$ cat config.mk
export PLATFORM = sky130hd
export DESIGN_NAME = wave_rx_buf_ctrl_flat
export DESIGN_NICKNAME = d
export VERILOG_FILES = /design/src/rtl/wave_rx_buf_ctrl_if.sv /design/src/rtl/wave_rx_buf_ctrl.sv /design/src/flat_wrapper.sv
export SDC_FILE = /design/constraint.sdc
export NUM_CORES = 1
export LEC_CHECK = 0
export CELL_PAD_IN_SITES_DETAIL_PLACEMENT = 1
export CELL_PAD_IN_SITES_GLOBAL_PLACEMENT = 1
export CORE_MARGIN = 2
export CORE_UTILIZATION = 45
export CTS_BUF_LIST = sky130_fd_sc_hd__clkbuf_4
export DETAILED_ROUTE_END_ITERATION = 7
export DONT_BUFFER_PORTS = 1
export GPL_ROUTABILITY_DRIVEN = 0
export PLACE_DENSITY_LB_ADDON = 0.1
export SETUP_SLACK_MARGIN = 0.2
export SLEW_MARGIN = 20
export SYNTH_ARGS = -nofsm -noshare
export SYNTH_HDL_FRONTEND = slang
export SYNTH_SLANG_ARGS = --single-unit
$ cat constraint.sdc
create_clock -name clk -period 5.15 [get_ports clk]
set_input_delay 1.03 -clock clk [delete_from_list [all_inputs] [get_ports clk]]
set_output_delay 1.03 -clock clk [all_outputs]
set_load 0.03 [all_outputs]
$ cat src/rtl/wave_rx_buf_ctrl_if.sv
// Bundle of the receive byte stream, sample-RAM write port and per-channel
// frame handshake between the UDP receive engine, sample RAM and consumer.
interface wave_rx_buf_ctrl_if #(
    parameter int ADDR_W = 10
);
    logic              rx_en;
    logic [7:0]        rx_data;
    logic              rx_pkt_done;
    logic [15:0]       rx_byte_num;
    logic [1:0]        rx_source;
    logic              ram_we;
    logic [ADDR_W+1:0] ram_waddr;
    logic [7:0]        ram_wdata;
    logic [1:0]        frame_vld;
    logic [1:0]        frame_bank;
    logic [1:0]        frame_ack;
    logic [15:0]       drop_cnt;
    logic [15:0]       err_cnt;
    logic              busy;

    modport master (
        output rx_en, rx_data, rx_pkt_done, rx_byte_num, rx_source, frame_ack,
        input  ram_we, ram_waddr, ram_wdata, frame_vld, frame_bank,
               drop_cnt, err_cnt, busy
    );

    modport slave (
        input  rx_en, rx_data, rx_pkt_done, rx_byte_num, rx_source, frame_ack,
        output ram_we, ram_waddr, ram_wdata, frame_vld, frame_bank,
               drop_cnt, err_cnt, busy
    );
endinterface

$ cat src/rtl/wave_rx_buf_ctrl.sv
// Steers tagged payload bytes into per-channel ping-pong banks of the sample
// RAM, tracks full banks for the consumer and rolls back mis-sized packets.
module wave_rx_buf_ctrl #(
    parameter int FRAME_LEN = 1024,
    parameter int ADDR_W    = 10
) (
    input  logic              clk,
    input  logic              rst,
    wave_rx_buf_ctrl_if.slave bus
);
    typedef enum logic [1:0] {IDLE, RECV, DISCARD} state_t;

    state_t            state, state_nxt;
    logic              ch_q;
    logic [ADDR_W-1:0] pkt_start;
    logic [16:0]       pkt_cnt;
    logic              frame_in_pkt;
    logic [ADDR_W-1:0] wptr [2];
    logic [1:0]        wr_bank;
    logic [1:0]        rd_bank;
    logic [1:0]        bank_full [2];
    logic [15:0]       drop_cnt;
    logic [15:0]       err_cnt;

    logic              in_idle;
    logic              src_good;
    logic              cur_ch;
    logic              cur_bank;
    logic [ADDR_W-1:0] cur_wptr;
    logic              accept;
    logic              bad_start;
    logic              writable;
    logic              do_write;
    logic              do_drop;
    logic              completes;
    logic [16:0]       total;
    logic              done_check;
    logic              mismatch;
    logic              frame_seen;
    logic [ADDR_W-1:0] start_ptr;
    logic              rollback;

    always_ff @(posedge clk) begin
        if (rst) state <= IDLE;
        else     state <= state_nxt;
    end

    // A packet whose first byte is also its last never leaves IDLE.
    always_comb begin
        state_nxt = state;
        case (state)
            IDLE: begin
                if (bus.rx_en && !bus.rx_pkt_done)
                    state_nxt = src_good ? RECV : DISCARD;
            end
            RECV, DISCARD: begin
                if (bus.rx_pkt_done) state_nxt = IDLE;
            end
            default: state_nxt = IDLE;
        endcase
    end

    always_comb begin
        in_idle    = (state == IDLE);
        src_good   = (bus.rx_source == 2'b01) || (bus.rx_source == 2'b10);
        cur_ch     = in_idle ? bus.rx_source[1] : ch_q;
        cur_bank   = wr_bank[cur_ch];
        cur_wptr   = wptr[cur_ch];
        accept     = bus.rx_en && ((in_idle && src_good) || (state == RECV));
        bad_start  = in_idle && bus.rx_en && !src_good;
        writable   = !bank_full[cur_ch][cur_bank];
        do_write   = accept && writable;
        do_drop    = accept && !writable;
        completes  = do_write && (cur_wptr == ADDR_W'(FRAME_LEN - 1));
        total      = (in_idle ? 17'd0 : pkt_cnt) + {16'd0, accept};
        done_check = bus.rx_pkt_done &&
                     ((in_idle && bus.rx_en && src_good) || (state == RECV));
        mismatch   = done_check && (total != {1'b0, bus.rx_byte_num});
        frame_seen = (!in_idle && frame_in_pkt) || completes;
        start_ptr  = in_idle ? cur_wptr : pkt_start;
        rollback   = mismatch && !frame_seen;
    end

    always_ff @(posedge clk) begin
        if (rst) begin
            ch_q          <= 1'b0;
            pkt_start     <= '0;
            pkt_cnt       <= '0;
            frame_in_pkt  <= 1'b0;
            for (int c = 0; c < 2; c++) begin
                wptr[c]      <= '0;
                bank_full[c] <= '0;
            end
            wr_bank       <= '0;
            rd_bank       <= '0;
            drop_cnt      <= '0;
            err_cnt       <= '0;
            bus.ram_we    <= 1'b0;
            bus.ram_waddr <= '0;
            bus.ram_wdata <= '0;
        end else begin
            bus.ram_we <= do_write;
            if (accept) begin
                pkt_cnt      <= total;
                frame_in_pkt <= frame_seen;
                if (in_idle) begin
                    ch_q      <= cur_ch;
                    pkt_start <= cur_wptr;
                end
            end
            // Ack releases the read bank; a completion can only hit the other one.
            for (int c = 0; c < 2; c++) begin
                if (bus.frame_ack[c] && bank_full[c][rd_bank[c]]) begin
                    bank_full[c][rd_bank[c]] <= 1'b0;
                    rd_bank[c]               <= ~rd_bank[c];
                end
            end
            if (do_write) begin
                bus.ram_waddr <= {cur_ch, cur_bank, cur_wptr};
                bus.ram_wdata <= bus.rx_data;
                if (completes) begin
                    bank_full[cur_ch][cur_bank] <= 1'b1;
                    wptr[cur_ch]                <= '0;
                    wr_bank[cur_ch]             <= ~cur_bank;
                end else begin
                    wptr[cur_ch] <= cur_wptr + ADDR_W'(1);
                end
            end
            if (rollback) wptr[cur_ch] <= start_ptr;
            if (do_drop && (drop_cnt != 16'hFFFF)) drop_cnt <= drop_cnt + 16'd1;
            if ((bad_start || mismatch) && (err_cnt != 16'hFFFF))
                err_cnt <= err_cnt + 16'd1;
        end
    end

    always_comb begin
        bus.frame_vld = '0;
        for (int c = 0; c < 2; c++) bus.frame_vld[c] = bank_full[c][rd_bank[c]];
    end

    assign bus.frame_bank = rd_bank;
    assign bus.drop_cnt   = drop_cnt;
    assign bus.err_cnt    = err_cnt;
    assign bus.busy       = (state != IDLE) || bus.rx_en;
endmodule

$ cat src/flat_wrapper.sv
// flat-port wrapper written by rule: the top's interface ports become plain ports
module wave_rx_buf_ctrl_flat 
#(
    parameter int FRAME_LEN = 1024,
    parameter int ADDR_W    = 10
)
  (clk, rst, bus_rx_en, bus_rx_data, bus_rx_pkt_done, bus_rx_byte_num, bus_rx_source, bus_frame_ack, bus_ram_we, bus_ram_waddr, bus_ram_wdata, bus_frame_vld, bus_frame_bank, bus_drop_cnt, bus_err_cnt, bus_busy);
  wave_rx_buf_ctrl_if #(.ADDR_W(ADDR_W)) bus_i ();
  input  logic clk;
  input  logic rst;
  input wire logic [$bits(bus_i.rx_en)-1:0] bus_rx_en;
  input wire logic [$bits(bus_i.rx_data)-1:0] bus_rx_data;
  input wire logic [$bits(bus_i.rx_pkt_done)-1:0] bus_rx_pkt_done;
  input wire logic [$bits(bus_i.rx_byte_num)-1:0] bus_rx_byte_num;
  input wire logic [$bits(bus_i.rx_source)-1:0] bus_rx_source;
  input wire logic [$bits(bus_i.frame_ack)-1:0] bus_frame_ack;
  output wire logic [$bits(bus_i.ram_we)-1:0] bus_ram_we;
  output wire logic [$bits(bus_i.ram_waddr)-1:0] bus_ram_waddr;
  output wire logic [$bits(bus_i.ram_wdata)-1:0] bus_ram_wdata;
  output wire logic [$bits(bus_i.frame_vld)-1:0] bus_frame_vld;
  output wire logic [$bits(bus_i.frame_bank)-1:0] bus_frame_bank;
  output wire logic [$bits(bus_i.drop_cnt)-1:0] bus_drop_cnt;
  output wire logic [$bits(bus_i.err_cnt)-1:0] bus_err_cnt;
  output wire logic [$bits(bus_i.busy)-1:0] bus_busy;
  assign bus_i.rx_en = bus_rx_en;
  assign bus_i.rx_data = bus_rx_data;
  assign bus_i.rx_pkt_done = bus_rx_pkt_done;
  assign bus_i.rx_byte_num = bus_rx_byte_num;
  assign bus_i.rx_source = bus_rx_source;
  assign bus_i.frame_ack = bus_frame_ack;
  assign bus_ram_we = bus_i.ram_we;
  assign bus_ram_waddr = bus_i.ram_waddr;
  assign bus_ram_wdata = bus_i.ram_wdata;
  assign bus_frame_vld = bus_i.frame_vld;
  assign bus_frame_bank = bus_i.frame_bank;
  assign bus_drop_cnt = bus_i.drop_cnt;
  assign bus_err_cnt = bus_i.err_cnt;
  assign bus_busy = bus_i.busy;
  wave_rx_buf_ctrl #(.FRAME_LEN(FRAME_LEN), .ADDR_W(ADDR_W)) u_core (.clk(clk), .rst(rst), .bus(bus_i));
endmodule
**Word-level counts from Yosys, hierarchy flattened**

Memories as Yosys holds them, arrays and structs flattened.
Index checks and enable logic that the tools add are counted.
Widths: inputs -> output; s select.

- Reduce and logical (&&, ||, !) cells: 39
- $add $sub $neg: 4
- $lt $le $gt $ge: 8
- Multiplexer cells: 53
- Bitwise gates (word level): 9
- Equality and inequality tests: 10

Operators with widths:

| cell | count |
|---|---|
| $mux 10 | 4 |
| $mux 1 | 36 |
| $add 16x1->16 const B | 2 |
| $ne 16x16->1 const B | 2 |
| $logic_and 1x1->1 | 21 |
| $add 17x1->17 | 1 |
| $mux 17 | 1 |
| $ne 17x16->1 | 1 |
| $mux 2 | 6 |
| $add 10x1->10 const B | 1 |
| $eq 10x10->1 const B | 1 |
| $reduce_or 10->1 | 1 |
| $lt 1x2->1 const B | 4 |
| $logic_or 1x1->1 | 6 |
| $or 1x1->1 | 6 |
| $reduce_and 2->1 | 3 |
| $logic_not 1->1 | 5 |
| $demux 1 s1 | 4 |
| $eq 2x1->1 const B | 2 |
| $eq 2x2->1 const B | 2 |
| $ge 1x1->1 const B | 4 |
| $ne 2x2->1 const B | 2 |
| $pmux 2 s2 | 1 |
| $not 1->1 | 3 |
| other kinds (4) | 4 |

- Register bits: 88
- Memories: 2
- Input bits: 32
- Logic and storage cells: 138
- Memory bits (writable): 24
- Output and inout bits: 58

Memories:

| memory | words | bits a word | read ports | clocked after memory_dff | wr ports | line | text |
|---|---|---|---|---|---|---|---|
| u_core.wptr | 2 | 10 | 1 | 0 | 2 | wave_rx_buf_ctrl.sv:18 | `logic [ADDR_W-1:0] wptr [2];` |
| u_core.bank_full | 2 | 2 | 3 | 0 | 3 | wave_rx_buf_ctrl.sv:21 | `logic [1:0] bank_full [2];` |

**Depth between registers and ports, before layout**

Gate-level depths: netlist (run 1).

- Depth in word-level cells: 18
- Depth in mapped cells: 22
- Gate-level depth less buffers: 15

**Worst setup path after synthesis (run 1)**

Ideal clock, no wire load.

- Kind: flip-flop to flip-flop
- Start point: register u_core.state[0]
- End point: memory u_core.wptr[1][0] (enable)
- Period minus slack after synthesis: 4.905 ns
- Slack: 0.245 ns
- Data required time: 4.835 ns
- Path buffers: 8
- Cell stages (with the launch flop): 22
- Setup time: 0.315 ns
- Arrival time: 4.590 ns
- Cell sequence: dfxtp_1 -> inv_1 -> ha_1 -> buf_2 -> buf_2 -> clkbuf_1 -> clkbuf_1 -> clkbuf_1 -> clkbuf_1 -> nor2b_1 -> ha_1 -> ha_1 -> buf_2 -> xor2_1 -> xnor2_1 -> nand3_1 -> a2111oi_0 -> o2111ai_1 -> o21ai_2 -> a21o_1 -> buf_2 -> nand2_1

RTL lines:

| what | line | text |
|---|---|---|
| start: declaration | wave_rx_buf_ctrl.sv:13 | `state_t state, state_nxt;` |
| start signal: assignment | wave_rx_buf_ctrl.sv:45 | `else state <= state_nxt;` |
| end: declaration | wave_rx_buf_ctrl.sv:18 |  |

==> results.json, run 1 <==
{
  "syn_area_um2": 6187,
  "drt_iter0_markers": 295,
  "critPathKind": "register to register",
  "overflow": 0,
  "end_kind": "register",
  "synth.distinct_cells": 69,
  "drive_gt1_share_pct": 9.339,
  "r2r-start": "u_core.state[0]$_SDFFE_PP0P_",
  "placed_area_um2": 6329,
  "endpoint": "u_core.wptr[0][1]$_SDFFCE_PN0P_",
  "hold_class": "register to register",
  "cts_tree": "built",
  "num_rows": 42,
  "synthDominantCellAreaShare_pct": 29.77,
  "crit_path_start_kind": "register",
  "p_per_area_nw_per_um2": 265.6,
  "rsz0062_at_grt": "no",
  "ys.warnings.count": 0,
  "netSwitchingPower_uw": 573.0,
  "seq_area_frac_synth_pct": 39.47,
  "leakage_nw": 2.218,
  "swShare_pct": 33.31,
  "skew_ns": 0.01811,
  "cts-htree-levels": 3,
  "n_fill_cell": 1602,
  "setup-tns-final_ns": 0,
  "hold_buffers": 0,
  "relSlewSlack_pct": 41.91,
  "dieArea_um2": 14700,
  "synth_edf_count": 20,
  "synth_commonest_cells": "92 x dfxtp_1, 82 x nor2_1, 48 x a21oi_1, 47 x nand2_1, 44 x o21ai_0",
  "clockBufferDepth": 2,
  "track_usage_pct": 23.48,
  "grt_pass1_wl_mm": 27.29,
  "pin_count": 90,
  "maxCapViolations": 0,
  "cts_setup_buffers": 0,
  "ys.flop_type": "dfxtp_1",
  "clk_pin_slew_ns": 0.19,
  "ant_nets": 0,
  "ctsResizeCount": 0,
  "syn-num-nets": 746,
  "p_clk_share_pct": 27.2,
  "holdWs_ns": 0.4772,
  "cp_max_fo": 14,
  "worstMarginPinSlew_ns": 0.8472,
  "grt_max_degree": 91,
  "route.detailed.drc": 0,
  "wl_per_cell_um": 19.06,
  "period_share_pct": 84.45,
  "irDropWorstVdd_mv": 0.1423,
  "antennaDiodeCount": 0,
  "internal-power_mw": 1.147,
  "drt_wl_total_mm": 16.62,
  "status": "finished clean",
  "combPwrFrac_pct": 15.1,
  "min_period_ns": 4.349,
  "place_hpwl_mm": 11.93,
  "synthCells": 707,
  "numCtsBuffers": 9,
  "reg2reg_to": "u_core.wptr[0][1]$_SDFFCE_PN0P_",
  "crit_path_start": "u_core.state[0]$_SDFFE_PP0P_",
  "grt_pass1_vias": 5209,
  "num_vias": 5178,
  "start_util_pct": 46.35,
  "max_freq_ghz": 0.2299,
  "syn_area_per_cell_um2": 8.751,
  "syn_to_final_growth_pct": 4.692,
  "yosysMostFrequentCell": "dfxtp_1",
  "r2r_cells": 16,
  "tritoncts_num_sinks": 112,
  "synthArstFlopShare_pct": 0,
  "fin_nets": 730,
  "final_area_um2": 6477,
  "finalMaxSlewViolations": 0,
  "hp-start": "u_core.pkt_cnt[0]$_SDFFE_PP0P_",
  "rrSetupSlack_ns": 0.80,
  "crit_required_ns": 5.42,
  "ys_seq_elements": 112,
  "die_w_um": 121.3,
  "drt_first_pass_iters": 5,
  "synth_area_leaders": "dfxtp_1 30%, edfxtp_1 9.7%, nor2_1 5.0%, xnor2_1 4.0%, a21oi_1 3.9%",
  "synth.largest_area_cell": "dfxtp_1",
  "clk-insertion-delay-late_ns": 0.52,
  "finalHoldViolCount": 0,
  "cp.arrival_ns": 4.61,
  "antenna_found_initial": 0,
  "via_per_inst": 5.938,
  "portBuffers": 0,
  "die_h_um": 121.3,
  "p_seq_share_pct": 57.6,
  "finalSetupViolCount": 0,
  "cts_root_buffer": "clkbuf_4",
  "core_area_um2": 13350
}
==> power by group through the flow <==
stage               combinational (mW)  sequential (mW)  clock [mW]
finish                           0.260            0.991       0.469
global route                     0.290            0.997       0.515
global placement                 0.251             1.01           0
detailed placement               0.260             1.01           0
floorplan                        0.210            0.999           0
CTS                              0.261            0.992       0.488
==> critical path: stages (launching register included) <==
cell and delay (ns):
dfxtp_1 0.37, inv_1 0.06, ha_2 0.36, a21oi_1 0.12
nand2b_1 0.17, inv_1 0.08, ha_1 0.16, ha_1 0.38
nand3_1 0.26, nor4_1 0.39, nor3b_1 0.09, nor4_1 0.28
nand4_1 0.32, o21ai_2 0.27, buf_4 0.25, a21oi_1 0.11
or2_2 0.43
==> worst min-delay path by stage <==
stage / to / slack, ns / cells after the start
2_1_floorplan: u_core.frame_in_pkt$_SDFFE_PP0P_ / 0.43 / 2
3_3_place_gp: u_core.pkt_cnt[0]$_SDFFE_PP0P_ / 0.43 / 2
3_5_place_dp: u_core.pkt_cnt[0]$_SDFFE_PP0P_ / 0.46 / 2
4_1_cts: u_core.pkt_cnt[0]$_SDFFE_PP0P_ / 0.48 / 2
5_1_grt: u_core.pkt_cnt[0]$_SDFFE_PP0P_ / 0.51 / 2
6_report: u_core.pkt_cnt[0]$_SDFFE_PP0P_ / 0.48 / 2
==> metal layers <==
layer	global-route usage, %	wire (um)	part of all wire [%]	vias up
met5	0	0	0	-
met4	6.897	201	1.2	0
met3	4.558	821	4.9	13
met2	37.64	7892	47	93
met1	32.20	7700	46	2556
li1	-	-	-	2516
==> kinds of logic after synthesis <==
| kind of cell | share of synthesized area, % |
|---|---|
| xor+xnor | 5.946 |
| mux | 6.330 |
| buf+inv | 4.327 |
| simple gates | 24.19 |
| flops | 39.47 |
| compound gates | 18.32 |
| fa+ha+maj | 1.416 |
==> layout make-up <==
cell class              instances  area (um^2)  area share, %
clock inverters                 7        81.33          1.256
well taps                     176        220.2          3.400
inverters                      17        63.81         0.9851
flip-flops and latches        112         2442          37.71
multi-input cells             535         3482          53.76
clock buffers                   9        67.56          1.043
repair buffers                 16        120.1          1.854
==> through the flow <==
step	util, %	power, mW	instances	worst slack [ns]
finish	48.53	1.720	872	0.8007
global route	48.53	1.803	872	0.3609
CTS	48.53	1.741	872	0.7979
detailed placement	47.41	1.270	856	0.2611
global placement	47.41	1.259	856	0.4637
floorplan	-	1.209	707	0.2449
==> state kept, by name, summed over array words and instances (netlist names), 4 cells and up <==
signal	cells
u_core.bus.err_cnt	16
u_core.bus.drop_cnt	16
u_core.bank_full	4
u_core.bus.ram_waddr	12
u_core.pkt_cnt	17
u_core.wptr	20
u_core.bus.ram_wdata	8
u_core.pkt_start	10
==> cell usage in the layout (no fill, tap or decap), drive strengths merged, types with 9 or more instances in the layout <==
cell and n:
nand2b 14, nor2b 19, buf 16, nor3 9, o21ai 48, dfxtp 92
xnor2 28, a21oi 48, or3 20, clkbuf 9, edfxtp 20, a211oi 23
nand3 21, mux2i 26, nand4 15, a22oi 9, xor2 14, nor2 83
mux2 11, inv 21, nand2 47, and3 9
No activity file was read; power rests on OpenSTA's default activity.
==> inputs of run 2 (changes only) <==
clock period = 3.7 ns   (was 5.15 ns; I/O delays follow)
==> run 2 against run 1 <==
Against the previous run: sequential share of layout area fell by 4.0 points; clock skew fell by 0.00060 ns; highest routed layer unchanged; global-route usage rose by 1.3 points; total power rose by 46%; wire length rose by 8.6%; combinational power rose by 74%; clock-buffer cell count did not move; sequential power rose by 39%; die area did not move; worst hold slack got worse by 0.21 ns; via count rose by 5.9%.
==> results.json, run 2 (synthesis gave the netlist of run 1 again) <==
{
  "status": "finished clean",
  "fin_nets": 776,
  "fin_util_pct": 54.42,
  "pin_count": 90,
  "critPathKind": "register to register",
  "route.detailed.drc": 0,
  "num_vias": 5483,
  "crit_required_ns": 4.16,
  "cts_tree": "built",
  "crit_path_start": "u_core.state[0]$_SDFFE_PP0P_",
  "finalSetupViolCount": 0,
  "ant_nets": 0,
  "start_util_pct": 46.35,
  "overflow": 0,
  "die_w_um": 121.3,
  "dieArea_um2": 14700,
  "drt_first_pass_iters": 4,
  "finalMaxSlewViolations": 0,
  "largestRegisters": "u_core.wptr: 20 flops, u_core.pkt_cnt: 17 flops",
  "seq_area_um2": 2447,
  "finalHoldViolCount": 0,
  "worstMarginPinSlew_ns": 0.6299,
  "antenna_found_initial": 1,
  "leakage_nw": 2.537,
  "rsz0062_at_grt": "yes",
  "portBuffers": 0,
  "syn_to_final_growth_pct": 17.41,
  "irDropWorstVdd_mv": 0.2211,
  "final_common_cell": "dfxtp_1",
  "layout_common_cells": "90 x dfxtp_1, 80 x nor2_1, 46 x nand2_1, 46 x buf_4, 40 x o21ai_0",
  "wl_per_cell_um": 19.63,
  "place_hpwl_mm": 12.48,
  "cts_root_buffer": "clkbuf_4",
  "path_cells": "inv_4 > ha_4 > a21oi_2 > nand2b_4 > inv_4 > ha_4 > ha_4 > nand4b_4 > buf_6 > or4_4 > a21oi_4 > xnor2_2 > o2111ai_2 > buf_4 > o31ai_4 > buf_6 > buf_6 > or4_4 > a21oi_2",
  "cts-htree-levels": 3,
  "skew_ns": 0.01751,
  "core_area_um2": 13350,
  "track_usage_pct": 24.75,
  "via_per_inst": 5.966,
  "numCtsBuffers": 9,
  "period_share_pct": 95.64,
  "drive_gt1_share_pct": 21.70,
  "relSlewSlack_pct": 57.95,
  "clk_pin_slew_ns": 0.19,
  "end_kind": "register",
  "maxCapViolations": 0,
  "crit_slowest_cell": "or4_4",
  "grt_max_degree": 91,
  "hp-start": "rst",
  "p_per_area_nw_per_um2": 346.0,
  "grt_pass1_wl_mm": 28.88,
  "drt_wl_total_mm": 18.04,
  "crit_path_start_kind": "register",
  "drt_iter0_markers": 256,
  "grt_pass1_vias": 5716,
  "n_fill_cell": 1549,
  "hold_class": "input port to register",
  "slowest_delay_ns": 0.51,
  "die_h_um": 121.3,
  "clockBufferDepth": 2,
  "cp_max_fo": 7,
  "num_rows": 42,
  "min_period_ns": 3.539,
  "holdWs_ns": 0.2694,
  "setup-tns-final_ns": 0,
  "clk-insertion-delay-late_ns": 0.51,
  "r2r-start": "u_core.state[0]$_SDFFE_PP0P_",
  "multi_input_comb_area_um2": 3849,
  "largest_register": "u_core.wptr",
  "tritoncts_num_sinks": 112,
  "max_freq_ghz": 0.2826,
  "cp.arrival_ns": 4.00,
  "largest_reg_flops": 20,
  "hold_buffers": 0
}
run 2: per-layer routing:
metal / wire [um] / up-vias / track usage (%)
met2: 9196 / 107 / 43.75
li1: - / 2615 / -
met3: 1035 / 15 / 7.237
met1: 7587 / 2746 / 29.49
met5: 0 / - / 0
met4: 218 / 0 / 5.963
run 2: final timing paths:
kind                                             end  slack (ns)  cells after the start
setup reg to reg  u_core.bus.err_cnt[5]$_SDFFE_PP0P_        0.16                     19
hold / removal    u_core.bus.err_cnt[3]$_SDFFE_PP0P_        0.27                      1
setup / recovery  u_core.bus.err_cnt[5]$_SDFFE_PP0P_        0.16                     19
hold reg to reg       u_core.pkt_cnt[0]$_SDFFE_PP0P_        0.48                      2
run 2: power breakdown:
part           leakage (nW)  internal, mW  switching [mW]
Clock                0.0841         0.219           0.461
Sequential            0.956          1.29          0.0857
Combinational          1.50         0.189           0.264
Total                  2.54          1.70           0.811
run 2: cell type report:
cell class	count	area share (%)
Tap cell	176	3.031
Timing Repair Buffer	60	7.165
Clock inverter	7	1.188
Antenna cell	1	0.03445
Multi-Input combinational cell	537	52.98
Inverter	17	0.9817
Clock buffer	9	0.9301
Sequential cell	112	33.69
run 2: timing repair:
action                     4_1_cts  5_1_grt
resized for setup               12       51
setup endpoints to repair       56       56
pin swaps                        7       32
gates cloned                     0        3
setup buffers                    7        4
run 2: through the flow:
step | power [mW] | instance area, um^2 | instances | setup WS (ns)
after floorplan | 1.712 | 6386 | 707 | -0.2326
after global placement | 1.797 | 6703 | 888 | -0.06794
after detailed placement | 1.816 | 6703 | 888 | -0.1528
after CTS | 2.505 | 6969 | 911 | 0.2046
after global routing | 2.624 | 7264 | 919 | 0.03972
final | 2.513 | 7264 | 919 | 0.1612
run 2: worst max-delay path: cells and delay by family (launching register included):
| family | cells | cell delay, ns |
|---|---|---|
| AND/OR/NAND/NOR | 4 | 1.25 |
| buffers and inverters | 6 | 0.75 |
| XOR/XNOR | 1 | 0.09 |
| AO/OA/AOI/OAI | 5 | 0.54 |
| flip-flops | 1 | 0.41 |
| adder cells (fa/ha/maj) | 3 | 0.44 |
==> inputs of run 3 (changes only) <==
ABC_AREA = 1   (was default)
CORE_UTILIZATION = 42   (was 45)
==> run 3 against run 2 <==
Against the previous run: sequential share of layout area increased by 2.8 points; worst hold slack improved by 0.019 ns; clock skew increased by 0.0073 ns; final cell count increased by 21%; total power increased by 9.7%; synthesized cell count increased by 30%; critical endpoint is now u_core.wptr[0][4]$_SDFFCE_PN0P_; largest power group unchanged.
==> results.json, run 3 <==
{
  "status": "finished clean",
  "numCtsBuffers": 9,
  "grt_pass1_vias": 6298,
  "syn-num-nets": 957,
  "yosysMostFrequentCell": "nand2_1",
  "multi_input_comb_area_um2": 3266,
  "maxCapViolations": 0,
  "hold_class": "input port to register",
  "largest_register": "u_core.wptr",
  "min_period_ns": 3.213,
  "max_freq_ghz": 0.3112,
  "portBuffers": 0,
  "worst_slack_ns": 0.4865,
  "skew_ns": 0.02485,
  "synthDominantCellAreaShare_pct": 29.66,
  "p_per_area_nw_per_um2": 412.2,
  "drt_wl_total_mm": 18.19,
  "drt_iter0_markers": 273,
  "die_w_um": 125.6,
  "period_share_pct": 86.85,
  "pin_count": 90,
  "die_h_um": 125.6,
  "rsz0062_at_grt": "no",
  "dpl_worst_slack_ns": -0.02933,
  "synth.largest_area_cell": "dfxtp_1",
  "grt_pass1_wl_mm": 30.43,
  "tritoncts_num_sinks": 112,
  "antenna_found_initial": 0,
  "via_per_inst": 5.413,
  "synth_edf_count": 20,
  "clk-insertion-delay-late_ns": 0.49,
  "setup-tns-final_ns": 0,
  "crit_required_ns": 3.96,
  "cts_root_buffer": "clkbuf_4",
  "route.detailed.drc": 0,
  "relSlewSlack_pct": 30.36,
  "critPathKind": "register to register",
  "drive_gt1_share_pct": 10.06,
  "seq_area_um2": 2444,
  "cp_max_fo": 6,
  "end_kind": "register",
  "crit_path_start_kind": "register",
  "antennaDiodeCount": 0,
  "leakage_nw": 2.796,
  "syn_area_um2": 6210,
  "worstMarginPinSlew_ns": 1.034,
  "core_area_um2": 14480,
  "cp.arrival_ns": 3.47,
  "start_util_pct": 42.89,
  "syn_area_per_cell_um2": 6.764,
  "ys.flop_type": "dfxtp_1",
  "seq_area_frac_synth_pct": 39.33,
  "placed_area_um2": 6456,
  "synth.distinct_cells": 43,
  "synthArstFlopShare_pct": 0,
  "ant_nets": 0,
  "irDropWorstVdd_mv": 0.1522,
  "largestRegisters": "u_core.wptr: 20 flops, u_core.pkt_cnt: 17 flops",
  "layout_common_cells": "231 x nand2_1, 108 x nor2_1, 101 x inv_1",
  "clk_pin_slew_ns": 0.19,
  "finalHoldViolCount": 0,
  "clockBufferDepth": 2,
  "overflow": 0,
  "largest_reg_flops": 20,
  "finalSetupViolCount": 0,
  "final_common_cell": "nand2_1",
  "synthCells": 918,
  "finalMaxSlewViolations": 0,
  "ys_seq_elements": 112,
  "grt_max_degree": 43,
  "cts-htree-levels": 3,
  "track_usage_pct": 23.42,
  "synth_commonest_cells": "238 x nand2_1, 112 x nor2_1, 101 x inv_1, 92 x dfxtp_1, 76 x nand3_1",
  "syn_to_final_growth_pct": 7.697,
  "drt_first_pass_iters": 4,
  "place_hpwl_mm": 13.88,
  "num_vias": 5998,
  "cts_tree": "built",
  "dieArea_um2": 15770,
  "wl_per_cell_um": 16.42,
  "ys.warnings.count": 0,
  "power.total_mw": 2.757,
  "final_area_um2": 6688,
  "synth_area_leaders": "dfxtp_1 30%, nand2_1 14%, edfxtp_1 9.7%, nor2_1 6.8%, nand3_1 6.1%",
  "fin_nets": 958,
  "n_fill_cell": 1928,
  "num_rows": 44
}
## run 3: repair_timing
item,CTS,global route
buffers inserted,0,4
hold buffers,0,0
pin swaps,0,3
setup endpoints to repair,12,56
gates cloned,0,0
gates resized for setup,3,18
## run 3: per-stage QoR
| stage | utilization (%) | std cells | hold slack (ns) |
|---|---|---|---|
| finish | 46.19 | 1108 | 0.2884 |
| detailed placement | 44.59 | 1088 | 0.4545 |
| global placement | 44.59 | 1088 | 0.4432 |
| floorplan | - | 918 | 0.4302 |
| CTS | 45.49 | 1104 | 0.2469 |
| global route | 46.19 | 1108 | 0.2406 |
## run 3: area by class of cell
class                           count  share of cell area, %
Clock buffer                       10                  1.123
Inverter                          110                  6.268
Multi-Input combinational cell    660                  48.83
Clock inverter                      6                 0.6361
Timing Repair Buffer               26                  3.162
Sequential cell                   112                  36.54
Tap cell                          184                  3.442
## run 3: kinds of logic after synthesis
group	synth area share [%]
and+or+nand+nor	35.60
buffers and inverters	9.571
AOI/OAI and AO/OA	12.73
DFF	39.33
xor gates and xnor gates	1.350
adders and majority gates	1.410
## run 3: per-layer routing
layer,vias to the layer above,GRT usage (%),wire [um]
met4,0,7.908,376
met3,26,4.065,686
li1,2988,-,-
met1,2886,28.87,8000
met2,98,41.30,9128
met5,-,0,0
## run 3: final timing paths
kind                                                               to  cells after the start                          from  slack [ns]
worst max-delay path                  u_core.wptr[0][4]$_SDFFCE_PN0P_                     23  u_core.state[1]$_SDFFE_PP0P_        0.49
worst min-delay path            u_core.bus.frame_bank[0]$_SDFFE_PP0P_                      1                           rst        0.29
worst max register to register        u_core.wptr[0][4]$_SDFFCE_PN0P_                     23  u_core.state[1]$_SDFFE_PP0P_        0.49
worst min register to register               u_core.ch_q$_SDFFE_PP0P_                      2      u_core.ch_q$_SDFFE_PP0P_        0.48
## run 3: where the power goes
part           internal (mW)  switching, mW  leakage, nW
Combinational          0.234          0.480         1.77
Sequential              1.34          0.118        0.958
Clock                  0.150          0.437       0.0652
Total                   1.72           1.03         2.80
## run 3: worst max-delay path, stage by stage, from the launching register on
cell and delay, ns:
dfxtp_1 0.37, inv_1 0.08, ha_4 0.19, inv_4 0.09, nor2_4 0.05, o21ai_2 0.19, clkinv_2 0.08, ha_1 0.22
ha_2 0.20, nand4_4 0.13, inv_2 0.07, nand2_2 0.10, inv_2 0.05, nand3_1 0.09, nand2_1 0.08, nand2_1 0.07
nand3_1 0.08, nor2_1 0.13, nand3_2 0.10, nand4_1 0.17, nand2_2 0.10, nand2_2 0.12, buf_4 0.16, nor2_1 0.04
